### config.mk
export PLATFORM = sky130hd
export DESIGN_NAME = traffic_phase_sequencer
export DESIGN_NICKNAME = d
export VERILOG_FILES = /design/src/rtl/traffic_phase_sequencer.sv
export SDC_FILE = /design/constraint.sdc
export NUM_CORES = 1
export LEC_CHECK = 0
export ABC_AREA = 1
export ABC_CLOCK_PERIOD_IN_PS = 5000
export BUFFER_PORTS_ARGS = -buffer_cell sky130_fd_sc_hd__clkbuf_2
export CORE_MARGIN = 2
export CORE_UTILIZATION = 47
export DETAILED_ROUTE_END_ITERATION = 6
export HOLD_SLACK_MARGIN = 0.02
export PLACE_DENSITY = 0.72
export RECOVER_POWER = 100
export SYNTH_ARGS = -nofsm -noshare
export SYNTH_HDL_FRONTEND = slang
export SYNTH_SLANG_ARGS = --single-unit
### constraint.sdc
create_clock -name clk -period 5 [get_ports clk]
set_input_delay 0.5 -clock clk [delete_from_list [all_inputs] [get_ports clk]]
set_output_delay 0.5 -clock clk [all_outputs]
set_load 0.01 [all_outputs]
### src/rtl/traffic_phase_sequencer.sv
// traffic_phase_sequencer
//
// Multi-lane traffic light sequencer. Cycles GREEN -> YELLOW -> ALL-RED
// over NUM_LANES approach lanes. Green time adapts to the queue count of
// the lane being served (day mode) or is fixed (night mode). Supports a
// latched pedestrian phase and emergency pre-emption of any lane.
//
// Ports:
//   clk                 rising-edge clock
//   rst                 synchronous active-high reset
//   hoursIn             current hour; day/night is decided at GREEN entry
//   pedSignal           pedestrian request; a one-cycle pulse is latched
//   emgSignal           emergency active (level)
//   emgLane             one-hot emergency lane; lowest set bit wins, zero ignored
//   laneCounts          per-lane queue counts, lane i at [i*CNT_W +: CNT_W]
//   trafficLightOutput  green per lane (at most one set)
//   yellowOutput        yellow per lane (at most one set)
//   walkingLightOutput  walk per crossing (all set during the pedestrian phase)
//   trafficMode         00 day, 01 night, 10 pedestrian, 11 emergency
//   currentCount        remaining cycles in the current state, minus one
//   isZero              high when currentCount is zero

module traffic_phase_sequencer #(
  parameter int NUM_LANES   = 8,
  parameter int CNT_W       = 8,
  parameter int HOURS_W     = 5,
  parameter int GREEN_DAY   = 10,
  parameter int GREEN_NIGHT = 4,
  parameter int EXT_MAX     = 6,
  parameter int YELLOW_T    = 3,
  parameter int ALLRED_T    = 1,
  parameter int PED_T       = 6,
  parameter int EMG_T       = 8,
  parameter int DAY_START   = 6,
  parameter int DAY_END     = 20
) (
  input  logic                         clk,
  input  logic                         rst,
  input  logic [HOURS_W-1:0]           hoursIn,
  input  logic                         pedSignal,
  input  logic                         emgSignal,
  input  logic [NUM_LANES-1:0]         emgLane,
  input  logic [NUM_LANES*CNT_W-1:0]   laneCounts,
  output logic [NUM_LANES-1:0]         trafficLightOutput,
  output logic [NUM_LANES-1:0]         yellowOutput,
  output logic [NUM_LANES-1:0]         walkingLightOutput,
  output logic [1:0]                   trafficMode,
  output logic [CNT_W-1:0]             currentCount,
  output logic                         isZero
);

  localparam int LANE_W = $clog2(NUM_LANES);

  typedef enum logic [2:0] {
    S_ALLRED,
    S_GREEN,
    S_YELLOW,
    S_PED,
    S_EMG
  } state_t;

  localparam logic [CNT_W-1:0] YELLOW_LOAD = CNT_W'(YELLOW_T - 1);
  localparam logic [CNT_W-1:0] ALLRED_LOAD = CNT_W'(ALLRED_T - 1);
  localparam logic [CNT_W-1:0] PED_LOAD    = CNT_W'(PED_T - 1);
  localparam logic [CNT_W-1:0] EMG_LOAD    = CNT_W'(EMG_T - 1);

  state_t               state_q, state_d;
  logic [LANE_W-1:0]    lane_q, lane_d;
  logic [CNT_W-1:0]     count_q, count_d;
  logic                 ped_pending_q, ped_pending_d;
  logic                 night_q, night_d;
  logic [NUM_LANES-1:0] green_q, green_d;
  logic [NUM_LANES-1:0] yellow_q, yellow_d;
  logic [NUM_LANES-1:0] walk_q, walk_d;
  logic [1:0]           mode_q, mode_d;

  logic                 is_zero;
  logic                 is_day;
  logic                 emg_pending;
  logic [LANE_W-1:0]    emg_target;
  logic [LANE_W-1:0]    next_lane;
  logic [LANE_W-1:0]    cand_lane;
  logic [CNT_W-1:0]     sel_count;
  logic [CNT_W-1:0]     ext;
  logic [CNT_W-1:0]     green_load;
  logic                 ped_enter;

  assign is_zero     = (count_q == '0);
  assign is_day      = (int'(hoursIn) >= DAY_START) && (int'(hoursIn) < DAY_END);
  assign emg_pending = emgSignal && (|emgLane);

  // Lowest set bit of emgLane names the emergency lane. Scanning from the
  // top down lets the lowest match overwrite any higher one.
  always_comb begin
    emg_target = '0;
    for (int i = NUM_LANES - 1; i >= 0; i--) begin
      if (emgLane[i]) begin
        emg_target = LANE_W'(i);
      end
    end
  end

  // Circular search for the next lane with waiting traffic, starting one
  // past the lane last served. Scanning offsets from far to near means the
  // nearest nonzero lane is the last assignment. Offset NUM_LANES wraps to
  // the current lane itself, so a lone busy lane keeps being served. With
  // no traffic anywhere the default simply advances by one lane.
  always_comb begin
    next_lane = lane_q + LANE_W'(1);
    cand_lane = '0;
    for (int i = NUM_LANES; i >= 1; i--) begin
      cand_lane = lane_q + LANE_W'(i);
      if (laneCounts[int'(cand_lane)*CNT_W +: CNT_W] != '0) begin
        next_lane = cand_lane;
      end
    end
  end

  // Green length for the lane about to be served. Day mode adds a quarter
  // of the queue count, capped at EXT_MAX; night mode is a fixed length.
  // The value produced is the countdown load, i.e. length minus one.
  always_comb begin
    sel_count = laneCounts[int'(next_lane)*CNT_W +: CNT_W];
    ext       = sel_count >> 2;
    if (ext > CNT_W'(EXT_MAX)) begin
      ext = CNT_W'(EXT_MAX);
    end
    if (is_day) begin
      green_load = CNT_W'(GREEN_DAY) + ext - CNT_W'(1);
    end else begin
      green_load = CNT_W'(GREEN_NIGHT - 1);
    end
  end

  // Next-state logic. The countdown decrements by default and stops at
  // zero; each state leaves on the cycle its count is zero, loading the
  // length of the state it enters. EMG is the only state that can sit at
  // zero, for as long as the emergency is still signalled.
  always_comb begin
    state_d   = state_q;
    lane_d    = lane_q;
    night_d   = night_q;
    ped_enter = 1'b0;
    if (is_zero) begin
      count_d = count_q;
    end else begin
      count_d = count_q - CNT_W'(1);
    end

    case (state_q)
      S_ALLRED: begin
        if (is_zero) begin
          if (emg_pending) begin
            state_d = S_EMG;
            lane_d  = emg_target;
            count_d = EMG_LOAD;
          end else if (ped_pending_q) begin
            state_d   = S_PED;
            count_d   = PED_LOAD;
            ped_enter = 1'b1;
          end else begin
            state_d = S_GREEN;
            lane_d  = next_lane;
            count_d = green_load;
            night_d = !is_day;
          end
        end
      end

      // An emergency for the lane already green converts straight into
      // EMG without a yellow; any other emergency cuts the green short.
      S_GREEN: begin
        if (emg_pending && (lane_q == emg_target)) begin
          state_d = S_EMG;
          count_d = EMG_LOAD;
        end else if (emg_pending || is_zero) begin
          state_d = S_YELLOW;
          count_d = YELLOW_LOAD;
        end
      end

      S_YELLOW: begin
        if (is_zero) begin
          state_d = S_ALLRED;
          count_d = ALLRED_LOAD;
        end
      end

      S_PED: begin
        if (emg_pending || is_zero) begin
          state_d = S_ALLRED;
          count_d = ALLRED_LOAD;
        end
      end

      // The emergency green lasts at least EMG_T cycles; once the minimum
      // has run out it is held until emgSignal drops. lane_q keeps the
      // emergency lane so normal selection resumes from the lane after it.
      S_EMG: begin
        if (is_zero && !emgSignal) begin
          state_d = S_YELLOW;
          count_d = YELLOW_LOAD;
        end
      end

      default: begin
        state_d = S_ALLRED;
        count_d = '0;
      end
    endcase
  end

  // Pedestrian request latch: a new request in the same cycle as PED entry
  // survives, so it is served on a later pedestrian phase.
  always_comb begin
    ped_pending_d = pedSignal | (ped_pending_q & ~ped_enter);
  end

  // Output decode from the next-state values, so the lights change on the
  // same edge as the state and come straight from flops.
  always_comb begin
    green_d  = '0;
    yellow_d = '0;
    walk_d   = '0;
    mode_d   = {1'b0, night_d};
    case (state_d)
      S_GREEN: begin
        green_d[lane_d] = 1'b1;
      end
      S_YELLOW: begin
        yellow_d[lane_d] = 1'b1;
      end
      S_PED: begin
        walk_d = '1;
        mode_d = 2'b10;
      end
      S_EMG: begin
        green_d[lane_d] = 1'b1;
        mode_d          = 2'b11;
      end
      default: begin
        green_d = '0;
      end
    endcase
  end

  // State and output registers. Reset parks the controller in ALL-RED with
  // an expired count and the last lane selected, so the first green goes
  // to the first busy lane starting from lane 0 one cycle after release.
  always_ff @(posedge clk) begin
    if (rst) begin
      state_q       <= S_ALLRED;
      lane_q        <= LANE_W'(NUM_LANES - 1);
      count_q       <= '0;
      ped_pending_q <= 1'b0;
      night_q       <= 1'b0;
      green_q       <= '0;
      yellow_q      <= '0;
      walk_q        <= '0;
      mode_q        <= 2'b00;
    end else begin
      state_q       <= state_d;
      lane_q        <= lane_d;
      count_q       <= count_d;
      ped_pending_q <= ped_pending_d;
      night_q       <= night_d;
      green_q       <= green_d;
      yellow_q      <= yellow_d;
      walk_q        <= walk_d;
      mode_q        <= mode_d;
    end
  end

  assign trafficLightOutput = green_q;
  assign yellowOutput       = yellow_q;
  assign walkingLightOutput = walk_q;
  assign trafficMode        = mode_q;
  assign currentCount       = count_q;
  assign isZero             = is_zero;

endmodule

; ---- Yosys cells after proc, flatten, opt, wreduce, memory -nomap -nowiden
; Index checks and enable logic that the tools add are counted.
[totals]
reg_bits = 42
output_inout_bits = 35
[classes]
bitwise = 5
n_mux = 53
n_eq_ne = 9
magnitude_cmp = 5
shifts = 9
reduce_logical = 22
addsub = 10
[op_table]
columns = op, count
row1 = indexed part select 64 x 7 -> 8 bit, 9
row2 = two-way mux 8 bit, 11
row3 = two-way mux 3 bit, 27
row4 = nonzero test 8 bit, 8
row5 = one-hot mux 8 bit (5 select lines), 1
row6 = subtractor 8 x 1 -> 8 bit (second input constant), 2
row7 = one-hot mux 3 bit (5 select lines), 1
row8 = adder 3 bit (second input constant), 4
row9 = equality test 3 x 2 -> 1 bit (second input constant), 4
row10 = two-way mux 1 bit, 9
row11 = adder 4 x 8 -> 8 bit (first input constant), 1
row12 = zero test 8 bit, 1
row13 = OR reduction 8 bit, 1
row14 = adder 3 x 2 -> 3 bit (second input constant), 2
row15 = equality test 3 x 1 -> 1 bit (second input constant), 2
row16 = equality test 3 bit (second input constant), 2
row17 = > comparator 6 x 3 -> 1 bit (second input constant), 1
row18 = two-way mux 6 bit, 1
row19 = OR reduction 2 bit, 3
row20 = >= comparator 5 x 3 -> 1 bit (second input constant), 1
row21 = logical AND 1 bit, 5
row22 = < comparator 5 bit (second input constant), 1
row23 = < comparator 3 x 4 -> 1 bit (second input constant), 1
row24 = one-hot mux 2 bit (2 select lines), 1
row25 = 11 further kinds, 14

; ---- Depth between registers and ports, before layout
[depth]
ltp_word = 20
ltp_mapped = 40
depth_no_buf = 36

; ---- Worst setup path after synthesis
; No wires, ideal clock.
[synth_timing]
path_kind = register to register
start = register lane_q[0]
end = register count_q[1], in the netlist currentCount[1]
t_required_ns = 4.872
path_buffers = 6
setup_ns = 0.128
t_arrival_ns = 3.960
slack_ns = 0.912
path_stages_with_launch = 34
path_cell_list = dfxtp_1 > inv_2 > buf_6 > buf_6 > buf_6 > ha_1 > buf_2 > inv_2 > buf_2 > nand3_1 > nand2_1 > nand3_1 > nor3_1 > nand2_1 > nand2_1 > nand2_1 > nand2_1 > nand2_2 > nand2_4 > nand2_4 > nand2_8 > nand2_8 > buf_4 > o211ai_1 > nand3_1 > nand2_1 > nand2_1 > nand3_1 > inv_1 > ha_1 > o21ai_0 > nand3_1 > a2111oi_0 > nor2_1
[synth_between]
elab_chain_len = 20
elab_cells_between_ends = 44
classes_between = add/sub (9) / order compare (1) / eq/ne (1) / shift (9) / mux (15) / reduce/logical (9)
[synth_lines]
columns = item, line
row1 = from (decl), 68  ; logic [LANE_W-1:0] lane_q, lane_d;
row2 = from (signal assigned), 253  ; lane_q <= LANE_W'(NUM_LANES - 1);
row3 = from (signal assigned), 263  ; lane_q <= lane_d;
row4 = adder 3 bit or indexed part select 64 x 7 -> 8 bit (tied branches), "112, 113"
row5 = indexed part select 64 x 7 -> 8 bit or nonzero test 8 bit (tied branches), 113  ; if (laneCounts[int'(cand_lane)*CNT_W +: CNT_W] != '0) begin
row6 = nonzero test 8 bit or two-way mux 3 bit (tied branches), 113
row7 = two-way mux 3 bit (7 in a row), 113
row8 = indexed part select 64 x 7 -> 8 bit, 123  ; sel_count = laneCounts[int'(next_lane)*CNT_W +: CNT_W];
row9 = > comparator 6 x 3 -> 1 bit, 125  ; if (ext > CNT_W'(EXT_MAX)) begin
row10 = two-way mux 6 bit, 125
row11 = adder 4 x 8 -> 8 bit, 129  ; green_load = CNT_W'(GREEN_DAY) + ext - CNT_W'(1);
row12 = subtractor 8 x 1 -> 8 bit, 129
row13 = two-way mux 8 bit, 128  ; if (is_day) begin
row14 = two-way mux 8 bit, 157  ; end else if (ped_pending_q) begin
row15 = two-way mux 8 bit, 153  ; if (emg_pending) begin
row16 = two-way mux 8 bit, 152  ; if (is_zero) begin
row17 = one-hot mux 8 bit (5 select lines) (*), 150  ; case (state_q)
row18 = to (signal assigned), 264  ; count_q <= count_d;
row19 = to (decl), 69  ; logic [CNT_W-1:0] count_q, count_d;
; Every way passes the cells marked *; elsewhere a longest branch is shown, timed or not.
; A chain may end at the register's enable or synchronous reset.

; ---- Worst setup path after layout
; Same ends and word-level chain as after synthesis.

==> metrics <==
Final setup viols=0; Post-Syn Area=0.00423 sq mm; Synth async-reset ratio=0%; worst-case clock buffer depth=2; post-synthesis sequential area ratio=approximately 17%; Peak supply drop=0.000250 V; Slew Limit Headroom=42.9%; arrival time at the worst endpoint=4.68 ns; Congestion Overflow GR=0; I/O Pins=116; max-slew violations=0; drt wl/cell=13.4 um; core footprint=0.00872 sq mm; Pleak=2.48 nW; H-tree levels=2; Warnings, synthesis=0; Main synth FF type=dfxtp_1; port bufs=about 110; worst-path fanout max=84; Fmax achieved=about 0.22 GHz; Starting DRT DRC Count=between 300 and 400; Syn Area/Cell=~5.4 sq um; Reg-to-Reg End=currentCount[1]; Synth Net Count=roughly 870; area grow syn2layout=13.2%; Worst Skew=0.00532 ns; Die Area=roughly 0.0098 sq mm; final WL=approximately 13000 um; cts repair resizes=0; first-pass GRT wire length=~22000 um; DP HPWL=10400 um; die height=98.9 um; hold path startpoint=pedSignal; DRT Pass-1 Iters=5; nets=959; # rows=34; endpoint of the worst hold path=ped_pending_q; Worst EP required=5.18 ns; CP max stage delay=approximately 0.65 ns; Worst Setup End Kind=flip-flop; period utilisation layout=about nine tenths; Post CTS Setup Buffer Count=0; final critical-path required period=4.50 ns; initial antenna violation count=0; # clock sinks=35; Residual DRC=0; antenna-violating nets left=0; RSZ-0062 raised after global routing=false; via count=5303; Cell Pwr Density=448 mW/mm^2; Seq cells post-synth=35; CP dominant cell by count=nand2_1; cts bufs inserted=5; Worst R2R Start=lane_q[0]; cell area after placement=0.00472 sq mm; CP Buf/Inv Count=3; clock slew at reported path FFs=0.08 ns; Final Cell Area=0.00479 sq mm; Clock Root Buffer=clkbuf_8; largest net degree at the start of global routing=85; EDFF count, synth=0; WS Path Type=reg2reg; setup TNS=0 ns; Unique masters post-synth=45; reg2reg setup slack=0.50 ns; status=finished clean; synthesized instance count=around 780; Fin. Hold Viols=0; Finished Core Util=55.0%; all-layer global routing usage=27.0%; cell family with the largest share of critical-path delay=simple AND/OR/NAND/NOR gates; hold buffer count at cts=0; Routability Congestion=approximately 0.93; ant diodes=0; cells on worst reg2reg path=26; critical path's slowest cell=buf_4; number of global-route vias before repair=between 4000 and 5000; CTS tree=yes; Startpoint Class=flip-flop; die width=98.9 um; Via density=5.40; starting density of the core=48.6%; share of cells above drive strength 1=roughly 14%; Hold Path Stages=3; HP Class=in2reg; Worst Tran Pin Value=0.856 ns; maxcap violations=0; Clock Latency Late Sink=around 0.30 ns; Filler Cells Inserted=928
==> worst register-to-register path: cells and delay by family (launching register included) <==
kind | cells | cell delay (ns)
AOI/OAI and AO/OA | 2 | 0.62
xor gates and xnor gates | 1 | 0.41
adders and majority gates | 2 | 0.57
buffers and inverters | 3 | 0.76
DFF | 1 | 0.34
and+or+nand+nor | 18 | 1.70
==> stage by stage <==
step / cells / setup WS (ns) / power, W / hold WS (ns)
CTS: 982 / 0.590 / 0.00215 / 0.432
finish: 982 / 0.498 / 0.00215 / 0.425
global placement: 974 / 0.691 / 0.00184 / 0.515
floorplan: 781 / 0.912 / 0.00155 / 0.491
global route: 982 / 0.0238 / 0.00237 / 0.430
detailed placement: 974 / 0.599 / 0.00187 / 0.512
==> layout by cell type (no fill, tap or decap), types with 3 or more instances in the layout <==
cell / n
nand4_1: 4
clkbuf_2: 78
a21oi_1: 19
nand2_2: 8
xor2_1: 8
or2_2: 4
nor2_1: 124
o21ai_1: 29
inv_1: 74
o21ai_2: 4
dfxtp_1: 34
ha_1: 5
o22ai_1: 3
and2_1: 3
o211ai_1: 9
nand3b_1: 4
nor3_1: 20
inv_2: 9
buf_4: 5
clkbuf_8: 5
o2111ai_1: 3
nand2_1: 238
nand3_1: 99
clkbuf_1: 36
o21ai_0: 20
==> worst max-delay path by stage <==
stage / end / start / cells after the start / slack [ns]
after floorplan: currentCount[1] / lane_q[0] / 33 / 0.91
after global placement: currentCount[1] / lane_q[0] / 27 / 0.69
after detailed placement: currentCount[1] / lane_q[0] / 26 / 0.60
after CTS: currentCount[1] / lane_q[0] / 26 / 0.59
after global routing: currentCount[1] / lane_q[0] / 28 / 0.02
final: currentCount[1] / lane_q[0] / 26 / 0.50
==> layout make-up <==
| type | count | area, sq um | area share, % |
|---|---|---|---|
| clock buffers | 5 | 68.8 | 1.44 |
| clock inverters | 3 | 47.5 | 0.992 |
| inverters | 85 | 319 | 6.66 |
| multi-input cells | 627 | 2960 | 61.7 |
| flip-flops and latches | 35 | 702 | 14.6 |
| well taps | 108 | 135 | 2.82 |
| repair buffers | 119 | 563 | 11.7 |
==> where the power goes <==
part	switching [W]	internal (W)
Sequential	0.0000474	0.000343
Clock	0.000114	0.000151
Combinational	0.00101	0.000479
Total	0.00117	0.000973
==> kinds of logic after synthesis <==
group                      share of synthesized area (%)
DFF                                                 16.5
adders and majority gates                           1.48
AOI/OAI and AO/OA                                   13.7
buffers and inverters                               13.6
xor gates and xnor gates                            2.07
muxes                                              0.236
and+or+nand+nor                                     52.3
==> synth_stat cells, types with 2 or more instances <==
master | instances | area, sq um
a21oi_1 | 19 | 95.1
and2_1 | 4 | 25.0
buf_2 | 13 | 65.1
buf_4 | 11 | 82.6
buf_6 | 8 | 90.1
clkinv_1 | 2 | 7.51
dfxtp_1 | 35 | 701
ha_1 | 5 | 62.6
inv_1 | 74 | 278
inv_2 | 9 | 33.8
nand2_1 | 238 | 893
nand2_2 | 8 | 50.1
nand2_4 | 2 | 22.5
nand2_8 | 2 | 40.0
nand3_1 | 99 | 495
nand3b_1 | 4 | 30.0
nand4_1 | 4 | 25.0
nor2_1 | 124 | 465
nor3_1 | 20 | 100
o2111ai_1 | 3 | 26.3
o211ai_1 | 9 | 67.6
o21ai_0 | 19 | 95.1
o21ai_1 | 30 | 150
o21ai_2 | 4 | 35.0
o22ai_1 | 3 | 18.8
o31ai_2 | 2 | 25.0
or2_2 | 4 | 25.0
xnor2_1 | 2 | 17.5
xor2_1 | 8 | 70.1
==> routing by layer <==
layer / GRT usage, % / routed length (um)
met4: 3.27 / 77
met1: 37.6 / 6090
met5: 0 / 0
met3: 3.55 / 798
met2: 46.0 / 6240
==> flip-flops by register name, summed over array words and instances (netlist names) <==
signal and cells:
currentCount 8, yellowOutput 8, trafficLightOutput 8, ped_pending_q 1, night_q 1, lane_q 3
walkingLightOutput 1, trafficMode 2, state_q 3
No activity file was read; power rests on OpenSTA's default activity.
